`src/rtl/regdst_wb_ctrl_if.sv`:
```
// Writeback control bus between the main control FSM / memory and the
// register-destination writeback sequencer.
interface regdst_wb_ctrl_if;
    logic       start;
    logic [5:0] opcode;
    logic [5:0] funct;
    logic       mem_ready;
    logic [2:0] RegDst;
    logic       RegWrite;
    logic [1:0] MemtoReg;
    logic       busy;
    logic       done;
    logic       err;

    modport master (
        output start, opcode, funct, mem_ready,
        input  RegDst, RegWrite, MemtoReg, busy, done, err
    );

    modport slave (
        input  start, opcode, funct, mem_ready,
        output RegDst, RegWrite, MemtoReg, busy, done, err
    );
endinterface

```
`src/rtl/regdst_wb_ctrl.sv`:
```
// Writeback sequencer: decodes opcode/funct on start, waits for memory on
// loads, issues one or two register writes, then reports done/err.
module regdst_wb_ctrl #(
    parameter int unsigned MEM_TIMEOUT = 15
) (
    input  logic            clk,
    input  logic            reset,
    regdst_wb_ctrl_if.slave bus
);
    localparam int unsigned CNT_W = 8;

    localparam logic [2:0] S_IDLE     = 3'd0;
    localparam logic [2:0] S_DECODE   = 3'd1;
    localparam logic [2:0] S_WAIT_MEM = 3'd2;
    localparam logic [2:0] S_WRITE1   = 3'd3;
    localparam logic [2:0] S_WRITE2   = 3'd4;
    localparam logic [2:0] S_DONE     = 3'd5;

    logic [2:0]       state_q, state_d;
    logic [5:0]       op_q, op_d;
    logic [5:0]       fn_q, fn_d;
    logic [CNT_W-1:0] cnt_q, cnt_d;
    logic             timeout_q, timeout_d;
    logic [2:0]       regdst_q, regdst_d;
    logic             regwrite_q, regwrite_d;
    logic [1:0]       memtoreg_q, memtoreg_d;
    logic             busy_q, busy_d;
    logic             done_q, done_d;
    logic             err_q, err_d;

    logic             writes_c, needs_mem_c, pop_c;
    logic [2:0]       dst_c;
    logic [1:0]       m2r_c;

    // Instruction class decode from the latched opcode/funct
    always_comb begin
        writes_c    = 1'b1;
        needs_mem_c = 1'b0;
        pop_c       = 1'b0;
        dst_c       = 3'b000;
        m2r_c       = 2'b00;
        case (op_q)
            6'h00: begin
                if (fn_q == 6'h08) writes_c = 1'b0;
                else               dst_c    = 3'b001;
            end
            6'h08, 6'h09, 6'h0A, 6'h0B,
            6'h0C, 6'h0D, 6'h0E, 6'h0F: ;
            6'h20, 6'h21, 6'h23, 6'h24, 6'h25: begin
                needs_mem_c = 1'b1;
                m2r_c       = 2'b01;
            end
            6'h03: begin
                dst_c = 3'b011;
                m2r_c = 2'b10;
            end
            6'h3F: begin
                dst_c = 3'b010;
                m2r_c = 2'b11;
            end
            6'h3E: begin
                needs_mem_c = 1'b1;
                pop_c       = 1'b1;
                m2r_c       = 2'b01;
            end
            default: writes_c = 1'b0;
        endcase
    end

    // Next state, and outputs registered from the next state
    always_comb begin
        state_d    = state_q;
        op_d       = op_q;
        fn_d       = fn_q;
        cnt_d      = cnt_q;
        timeout_d  = timeout_q;
        regdst_d   = 3'b000;
        regwrite_d = 1'b0;
        memtoreg_d = 2'b00;

        case (state_q)
            S_IDLE: begin
                if (bus.start) begin
                    op_d      = bus.opcode;
                    fn_d      = bus.funct;
                    timeout_d = 1'b0;
                    state_d   = S_DECODE;
                end
            end
            S_DECODE: begin
                if (!writes_c) begin
                    state_d = S_DONE;
                end else if (needs_mem_c) begin
                    cnt_d   = '0;
                    state_d = S_WAIT_MEM;
                end else begin
                    state_d = S_WRITE1;
                end
            end
            S_WAIT_MEM: begin
                // mem_ready wins over a timeout seen in the same cycle
                if (bus.mem_ready) begin
                    state_d = S_WRITE1;
                end else begin
                    cnt_d = cnt_q + CNT_W'(1);
                    if (cnt_q == CNT_W'(MEM_TIMEOUT - 1)) begin
                        timeout_d = 1'b1;
                        state_d   = S_DONE;
                    end
                end
            end
            S_WRITE1: state_d = pop_c ? S_WRITE2 : S_DONE;
            S_WRITE2: state_d = S_DONE;
            S_DONE:   state_d = S_IDLE;
            default:  state_d = S_IDLE;
        endcase

        if (state_d == S_WRITE1) begin
            regwrite_d = 1'b1;
            regdst_d   = dst_c;
            memtoreg_d = m2r_c;
        end else if (state_d == S_WRITE2) begin
            regwrite_d = 1'b1;
            regdst_d   = 3'b010;
            memtoreg_d = 2'b11;
        end
        busy_d = (state_d != S_IDLE);
        done_d = (state_d == S_DONE);
        err_d  = (state_d == S_DONE) && timeout_d;
    end

    always_ff @(posedge clk or negedge reset) begin
        if (!reset) begin
            state_q    <= S_IDLE;
            op_q       <= '0;
            fn_q       <= '0;
            cnt_q      <= '0;
            timeout_q  <= 1'b0;
            regdst_q   <= 3'b000;
            regwrite_q <= 1'b0;
            memtoreg_q <= 2'b00;
            busy_q     <= 1'b0;
            done_q     <= 1'b0;
            err_q      <= 1'b0;
        end else begin
            state_q    <= state_d;
            op_q       <= op_d;
            fn_q       <= fn_d;
            cnt_q      <= cnt_d;
            timeout_q  <= timeout_d;
            regdst_q   <= regdst_d;
            regwrite_q <= regwrite_d;
            memtoreg_q <= memtoreg_d;
            busy_q     <= busy_d;
            done_q     <= done_d;
            err_q      <= err_d;
        end
    end

    assign bus.RegDst   = regdst_q;
    assign bus.RegWrite = regwrite_q;
    assign bus.MemtoReg = memtoreg_q;
    assign bus.busy     = busy_q;
    assign bus.done     = done_q;
    assign bus.err      = err_q;
endmodule

```
`src/flat_wrapper.sv`:
```
// flat-port wrapper written by rule: the top's interface ports become plain ports
module regdst_wb_ctrl_flat 
#(
    parameter int unsigned MEM_TIMEOUT = 15
)
  (clk, reset, bus_start, bus_opcode, bus_funct, bus_mem_ready, bus_RegDst, bus_RegWrite, bus_MemtoReg, bus_busy, bus_done, bus_err);
  regdst_wb_ctrl_if bus_i ();
  input  logic clk;
  input  logic reset;
  input wire logic [$bits(bus_i.start)-1:0] bus_start;
  input wire logic [$bits(bus_i.opcode)-1:0] bus_opcode;
  input wire logic [$bits(bus_i.funct)-1:0] bus_funct;
  input wire logic [$bits(bus_i.mem_ready)-1:0] bus_mem_ready;
  output wire logic [$bits(bus_i.RegDst)-1:0] bus_RegDst;
  output wire logic [$bits(bus_i.RegWrite)-1:0] bus_RegWrite;
  output wire logic [$bits(bus_i.MemtoReg)-1:0] bus_MemtoReg;
  output wire logic [$bits(bus_i.busy)-1:0] bus_busy;
  output wire logic [$bits(bus_i.done)-1:0] bus_done;
  output wire logic [$bits(bus_i.err)-1:0] bus_err;
  assign bus_i.start = bus_start;
  assign bus_i.opcode = bus_opcode;
  assign bus_i.funct = bus_funct;
  assign bus_i.mem_ready = bus_mem_ready;
  assign bus_RegDst = bus_i.RegDst;
  assign bus_RegWrite = bus_i.RegWrite;
  assign bus_MemtoReg = bus_i.MemtoReg;
  assign bus_busy = bus_i.busy;
  assign bus_done = bus_i.done;
  assign bus_err = bus_i.err;
  regdst_wb_ctrl #(.MEM_TIMEOUT(MEM_TIMEOUT)) u_core (.clk(clk), .reset(reset), .bus(bus_i));
endmodule
```
`config.mk`:
```
export PLATFORM = sky130hd
export DESIGN_NAME = regdst_wb_ctrl_flat
export DESIGN_NICKNAME = d
export VERILOG_FILES = /design/src/rtl/regdst_wb_ctrl_if.sv /design/src/rtl/regdst_wb_ctrl.sv /design/src/flat_wrapper.sv
export SDC_FILE = /design/constraint.sdc
export NUM_CORES = 1
export LEC_CHECK = 0
export CAP_MARGIN = 20
export CORE_AREA = 2 2 68 50
export CTS_BUF_LIST = sky130_fd_sc_hd__clkbuf_4 sky130_fd_sc_hd__clkbuf_8
export DETAILED_ROUTE_END_ITERATION = 7
export DIE_AREA = 0 0 70 52
export PLACE_DENSITY_LB_ADDON = 0.1
export SLEW_MARGIN = 20
export SYNTH_ARGS = -nofsm -noshare
export SYNTH_HDL_FRONTEND = slang
export SYNTH_SLANG_ARGS = --single-unit
```
`constraint.sdc`:
```
create_clock -name clk -period 2.7 [get_ports clk]
set_input_delay 0.54 -clock clk [delete_from_list [all_inputs] [get_ports clk]]
set_output_delay 0.54 -clock clk [all_outputs]
set_load 0.02 [all_outputs]
```
==> flow_summary.yaml, run 1 <==
setup_path:
  crit_fanout: 7
  largest_delay_share_family_worst_path: "simple AND/OR/NAND/NOR gates"
  worst_setup_path_end_kind: "flop"
  cp.buffers_inverters: 0
  cpPeakStageDelay_ps: 600
  timing.critical_path.slowest_stage_cell: "sky130_fd_sc_hd__or4_1"
  worstPathRequired_ps: 2850
  worst_ep_arrival_time_ps: 2350
  path_cells: "or4_1 > a211oi_1 > nor2_1 > a31o_2 > or3_1"
  cp-start-kind: "flop"
  criticalPathCategory: "flop to flop"
clock_tree:
  post-cts-setup-buffers: 0
  clock_path_buffers: 2
  post_cts_resize_count: 0
  cts_tree: "built"
  clock_insertion_delay_at_the_later_pin_of_the_skew_report_ps: 270
  cts.htree.levels: 2
  cts.clk_slew.worst_paths_ps: 60
  cts_made_buffers: 5
  cts_num_sinks: 32
  cts.hold.buffers_added: 0
  clock-root-buffer: "sky130_fd_sc_hd__clkbuf_8"
sta:
  post-route-period-util_pct: 81.5
  finalCriticalPeriod_ps: 2200
  final-hold-violation-count: 0
  maxSlewHeadroom_pct: 53.6
  timing.final.max_slew_violations: 0
  final-setup-viol-count: 0
  fin_setup_tns_ps: 0
  worstMarginPinSlew_ps: 691
  hold_slack_ps: 507
  grt_setup_unrepaired: "false"
  fin_worst_skew_ps: 1.36
  fmax_mhz: 455
finish:
  layout.cells.non_filler: 213
  antenna_cells: 0
  area_growth_syn_to_layout_pct: 23.6
  fillCellCount: 240
  drive_above_1_share_pct: 17.1
  finalNetCount: 192
drt:
  drt_wl_total_um: 3050
  vias: 1189
  viasPerCell: 5.58
  post-route-drc-count: 0
  drt_pre_antenna_iters: 4
  final_antenna_violating_net_count: 0
  drt_first_iter_violations: 89
  wl_per_cell_um: 14.3
floorplanning:
  floorplan.initialDensity_pct: 52.6
  number_of_primary_i_o_pins: 25
  placementRows: 17
  core_area_um2: 3020
  die_width_um: 70
  dieArea_um2: 3640
  dieHeight_um: 52
grt:
  antenna_found_initial: 0
  grt_start_max_net_pins: 33
  total_gr_overflow: 0
  grt_pass1_wl_um: 5410
  grt_usage_pct: 19.8
  first_global_vias: 1145
synthesis:
  synthArstFlopShare_pct: 100
  commonest_register_cell_after_synthesis: "sky130_fd_sc_hd__dfrtp_1"
  syn-cell-area_um2: 1590
  synth.avg_cell_area_um2: 10.9
  synthesis.instances: 146
  synth.distinct_cells: 44
  synth-edff-count: 0
  ys_seq_elements: 32
  sequential_share_of_the_synthesized_area_pct: 50.4
  yosysWarningCount: 0
  synth_fp_nets: 164
place:
  gp_congestion: 0.818
  place_inst: 205
  dp_hpwl_um: 2230
  numPortBuffers: 23
job:
  maxCapViolCount: 0
pwr:
  leakage_nw: 0.786
  fin_total_pwr_mw: 2.07
  power.density_cell_area_nw_per_um2: 1060
  irDropWorstVdd_uv: 456
hold_path:
  hold_path.class: "flop to flop"
run_status:
  outcome: "finished clean"
[kinds of logic (layout without fill, tap and decap cells)]
group,after synthesis,in the layout,share of synthesized area (%)
other cells,1,1,0.236
fa+ha+maj,2,2,1.57
buf+inv,11,40,2.99
flops,32,32,50.4
xor+xnor,6,6,3.31
mux,12,12,8.43
simple gates,55,55,19.1
compound gates,27,27,13.9
[layer usage]
layer	global-route usage, %	wire [um]	part of all wire [%]	up-vias
met4	7.69	36	1.2	0
met2	28.7	1350	44	31
li1	-	-	-	577
met3	5.81	175	5.7	4
met1	28.0	1490	49	577
met5	0	0	0	-
[final timing paths]
| kind | slack, ps | start | endpoint | cells past startpoint |
|---|---|---|---|---|
| worst min register to register | 510 | u_core.fn_q[3] | u_core.fn_q[3] | 1 |
| worst max-delay path | 500 | u_core.op_q[3] | u_core.bus.busy | 5 |
| worst max register to register | 500 | u_core.op_q[3] | u_core.bus.busy | 5 |
| max in group asynchronous | 1740 | reset | u_core.op_q[0] | 2 |
| worst min-delay path | 510 | u_core.fn_q[3] | u_core.fn_q[3] | 1 |
| min in group asynchronous | 670 | reset | u_core.cnt_q[1] | 2 |
[layout make-up]
class	instances	area, um^2	area share, %
Timing Repair Buffer	25	245	12.5
Tap cell	38	47.5	2.42
Sequential cell	32	801	40.8
Inverter	7	26.3	1.34
Clock buffer	8	97.6	4.97
Multi-Input combinational cell	103	747	38.0
[sequential cells by signal, indices dropped and copies added, names as in the netlist, 2 cells and up]
name and cells:
u_core.fn_q 6, u_core.state_q 3, u_core.bus.RegDst 2, u_core.bus.MemtoReg 2
u_core.op_q 6, u_core.cnt_q 8
[through the flow]
stage / area, um^2 / utilization [%] / setup slack [ps]
after floorplan: 1590 / - / 673
after global placement: 1870 / 61.8 / 598
after detailed placement: 1870 / 61.8 / 518
after CTS: 1960 / 65.0 / 511
after global routing: 1960 / 65.0 / 381
final: 1960 / 65.0 / 500
[where the power goes]
group,switching [mW],internal [mW]
combinational,0.385,0.395
clock,0.155,0.227
sequential,0.230,0.681
total,0.770,1.30
[layout by cell type, fill, tap and decap left out, types with 2 or more instances in the layout]
cell,Yosys,layout
sky130_fd_sc_hd__nand2_1,10,10
sky130_fd_sc_hd__clkbuf_4,0,2
sky130_fd_sc_hd__and3_1,2,2
sky130_fd_sc_hd__nor3_1,2,2
sky130_fd_sc_hd__mux2_2,11,11
sky130_fd_sc_hd__clkbuf_8,0,6
sky130_fd_sc_hd__nor2b_1,3,3
sky130_fd_sc_hd__a211oi_1,5,5
sky130_fd_sc_hd__clkdlybuf4s50_1,0,23
sky130_fd_sc_hd__o21ai_0,4,4
sky130_fd_sc_hd__nand2b_1,5,5
sky130_fd_sc_hd__inv_1,7,7
sky130_fd_sc_hd__ha_1,2,2
sky130_fd_sc_hd__dfrtp_1,32,32
sky130_fd_sc_hd__a21oi_1,4,4
sky130_fd_sc_hd__buf_4,1,2
sky130_fd_sc_hd__nor2_1,15,15
sky130_fd_sc_hd__nand3_1,4,4
sky130_fd_sc_hd__a2111oi_2,2,2
sky130_fd_sc_hd__o22ai_1,2,2
sky130_fd_sc_hd__nor3b_1,2,2
sky130_fd_sc_hd__xnor2_1,6,6
[synthesized netlist by cell type (all sizes together) (2+ instances only)]
master	n	area (um^2)
dfrtp	32	801
ha	2	25.0
nor2b	4	32.5
buf	3	17.5
nor2	15	56.3
nor4b	2	17.5
mux2	11	124
nand2	10	37.5
inv	7	26.3
nor4	2	18.8
a211oi	5	37.5
nand2b	5	31.3
xnor2	6	52.6
nor3b	3	27.5
nand3	4	20.0
a2111oi	3	57.6
o22ai	2	12.5
o21ai	5	25.0
and3	2	12.5
nor3	2	10.0
a21oi	4	20.0
(Power assumes the default switching activity.)
==> run 2, diff against run 1 <==
==> constraint.sdc (replaced) <==
create_clock -name clk -period 2.2 [get_ports clk]
set_input_delay 0.44 -clock clk [delete_from_list [all_inputs] [get_ports clk]]
set_output_delay 0.44 -clock clk [all_outputs]
set_load 0.02 [all_outputs]
==> run 2 against run 1 <==
  * First-iteration DRC count decreased by 30%
  * Sequential share of layout area decreased by 0.86 points
  * Combinational power increased by 33%
  * Clock-buffer cell count decreased by 2
  * Critical path depth unchanged
  * Clock skew increased by 3.4 ps
  * Core utilization increased by 1.4 points
  * Critical path type unchanged
  * Highest routed layer unchanged
==> flow_summary.yaml, run 2 (synthesis gave the netlist of run 1 again) <==
sta:
  timing.final.max_slew_violations: 0
  worstMarginPinSlew_ps: 562
  fmax_mhz: 486
  final-hold-violation-count: 0
  fin_worst_skew_ps: 4.76
  finalCriticalPeriod_ps: 2060
  maxSlewHeadroom_pct: 62.3
  grt_setup_unrepaired: "false"
  fin_setup_tns_ps: 0
  final-setup-viol-count: 0
  post-route-period-util_pct: 93.4
pwr:
  fin_total_pwr_mw: 2.59
  leakage_nw: 0.809
  irDropWorstVdd_uv: 776
  power.density_cell_area_nw_per_um2: 1290
setup_path:
  crit_fanout: 6
  rr_worst_depth: 5
  criticalPathCategory: "flop to flop"
  reg2reg_from: "u_core.op_q[2]"
  setup.worst_path.start: "u_core.op_q[2]"
  cp-start-kind: "flop"
  worst_ep_arrival_time_ps: 2210
  regToRegEndpoint: "u_core.bus.busy"
  worst_setup_path_end_kind: "flop"
  worstPathRequired_ps: 2360
  r2r_slack_ps: 140
finish:
  largest_register_by_flop_count: "u_core.cnt_q"
  largest_registers: "u_core.cnt_q (8), u_core.fn_q (6), u_core.op_q (6)"
  final_common_cell: "sky130_fd_sc_hd__dfrtp_1"
  ff_latch_area_um2: 801
  layout.core_utilization_pct: 66.4
  final_cell_area_um2: 2010
  largest_register_ff_count: 8
  drive_above_1_share_pct: 21.2
  leading_cell_types_in_the_layout_fill_and_taps_excluded: "32 x sky130_fd_sc_hd__dfrtp_1, 23 x sky130_fd_sc_hd__clkdlybuf4s50_1, 15 x sky130_fd_sc_hd__nor2_1"
  fillCellCount: 238
  finalNetCount: 196
  antenna_cells: 0
  area_growth_syn_to_layout_pct: 26.3
  area_taken_by_multi_input_logic_gates_um2: 764
drt:
  wl_per_cell_um: 14.3
  final_antenna_violating_net_count: 0
  drt_wl_total_um: 3100
  drt_first_iter_violations: 62
  post-route-drc-count: 0
  viasPerCell: 5.46
  drt_pre_antenna_iters: 4
  vias: 1185
hold_path:
  hold_path.class: "flop to flop"
  worst_hold_launch: "u_core.fn_q[3]"
  worstHoldEndpoint: "u_core.fn_q[3]"
  hold-path-cell-count: 1
grt:
  first_global_vias: 1108
  grt_pass1_wl_um: 5060
  total_gr_overflow: 0
  antenna_found_initial: 0
  grt_usage_pct: 18.5
  grt_start_max_net_pins: 33
clock_tree:
  cts_num_sinks: 32
  cts_made_buffers: 5
  clock_path_buffers: 2
  cts_tree: "built"
  post-cts-setup-buffers: 0
  clock-root-buffer: "sky130_fd_sc_hd__clkbuf_8"
  clock_insertion_delay_at_the_later_pin_of_the_skew_report_ps: 280
  cts.htree.levels: 2
  cts.clk_slew.worst_paths_ps: 60
place:
  dp_hpwl_um: 2240
  numPortBuffers: 23
  gp_congestion: 0.849
  place_area_um2: 1900
floorplanning:
  placementRows: 17
  dieArea_um2: 3640
  core_area_um2: 3020
  die_width_um: 70
  floorplan.initialDensity_pct: 52.6
  number_of_primary_i_o_pins: 25
  dieHeight_um: 52
job:
  maxCapViolCount: 0
run_status:
  outcome: "finished clean"
[run 2: cell types whose count changed in the layout (fill, tap and decap cells not counted)]
cell / previous run / this run
sky130_fd_sc_hd__clkbuf_4: 2 / 0
sky130_fd_sc_hd__a221o_1: 1 / 0
sky130_fd_sc_hd__nor3b_2: 1 / 2
sky130_fd_sc_hd__a221o_2: 0 / 1
sky130_fd_sc_hd__nor4b_1: 1 / 0
sky130_fd_sc_hd__buf_4: 2 / 6
sky130_fd_sc_hd__clkinv_2: 0 / 2
sky130_fd_sc_hd__nor4b_2: 1 / 2
sky130_fd_sc_hd__nor3b_1: 2 / 1
sky130_fd_sc_hd__a211oi_2: 0 / 1
sky130_fd_sc_hd__a211oi_1: 5 / 4
[run 2: critical path, stage by stage (launching register included)]
cell                      delay [ps]
sky130_fd_sc_hd__dfrtp_1         410
sky130_fd_sc_hd__or4_1           590
sky130_fd_sc_hd__a21oi_1         220
sky130_fd_sc_hd__nor2_1           80
sky130_fd_sc_hd__a31o_2          270
sky130_fd_sc_hd__or3_1           370
[run 2: how the worst max path moves through the flow]
stage                                   to  slack (ps)
floorplan                  u_core.bus.busy         170
global placement           u_core.bus.busy         160
detailed placement         u_core.bus.busy         100
CTS                        u_core.bus.busy          80
global route        u_core.bus.MemtoReg[0]          10
finish                     u_core.bus.busy         140
[run 2: what timing repair did]
item,4_1_cts,5_1_grt
gates resized for setup,0,4
hold buffers,0,0
endpoints found under the setup margin,0,2
[run 2: power breakdown]
part	leakage, nW	switching, mW	internal (mW)
sequential	0.399	0.265	0.836
combinational	0.360	0.517	0.524
clock	0.0510	0.203	0.249
[run 2: layout make-up]
| class | count | share of cell area, % |
|---|---|---|
| flip-flops and latches | 32 | 39.9 |
| multi-input cells | 103 | 38.1 |
| repair buffers | 29 | 13.7 |
| clock buffers | 6 | 4.11 |
| well taps | 38 | 2.37 |
| inverters | 7 | 1.31 |
| clock inverters | 2 | 0.499 |
[run 2: through the flow]
stage          worst slack [ps]  cells  hold WS, ps
6_report                    144    217          505
5_1_grt                    13.3    217          530
4_1_cts                    83.2    217          507
3_5_place_dp                101    209          491
3_3_place_gp                165    209          485
2_1_floorplan               173    146          144
[run 2: metal layers]
metal | track usage (%) | part of all wire [%]
met1 | 26.3 | 51
met2 | 27.1 | 42
met3 | 6.01 | 6.2
met4 | 5.77 | 0.81
met5 | 0 | 0
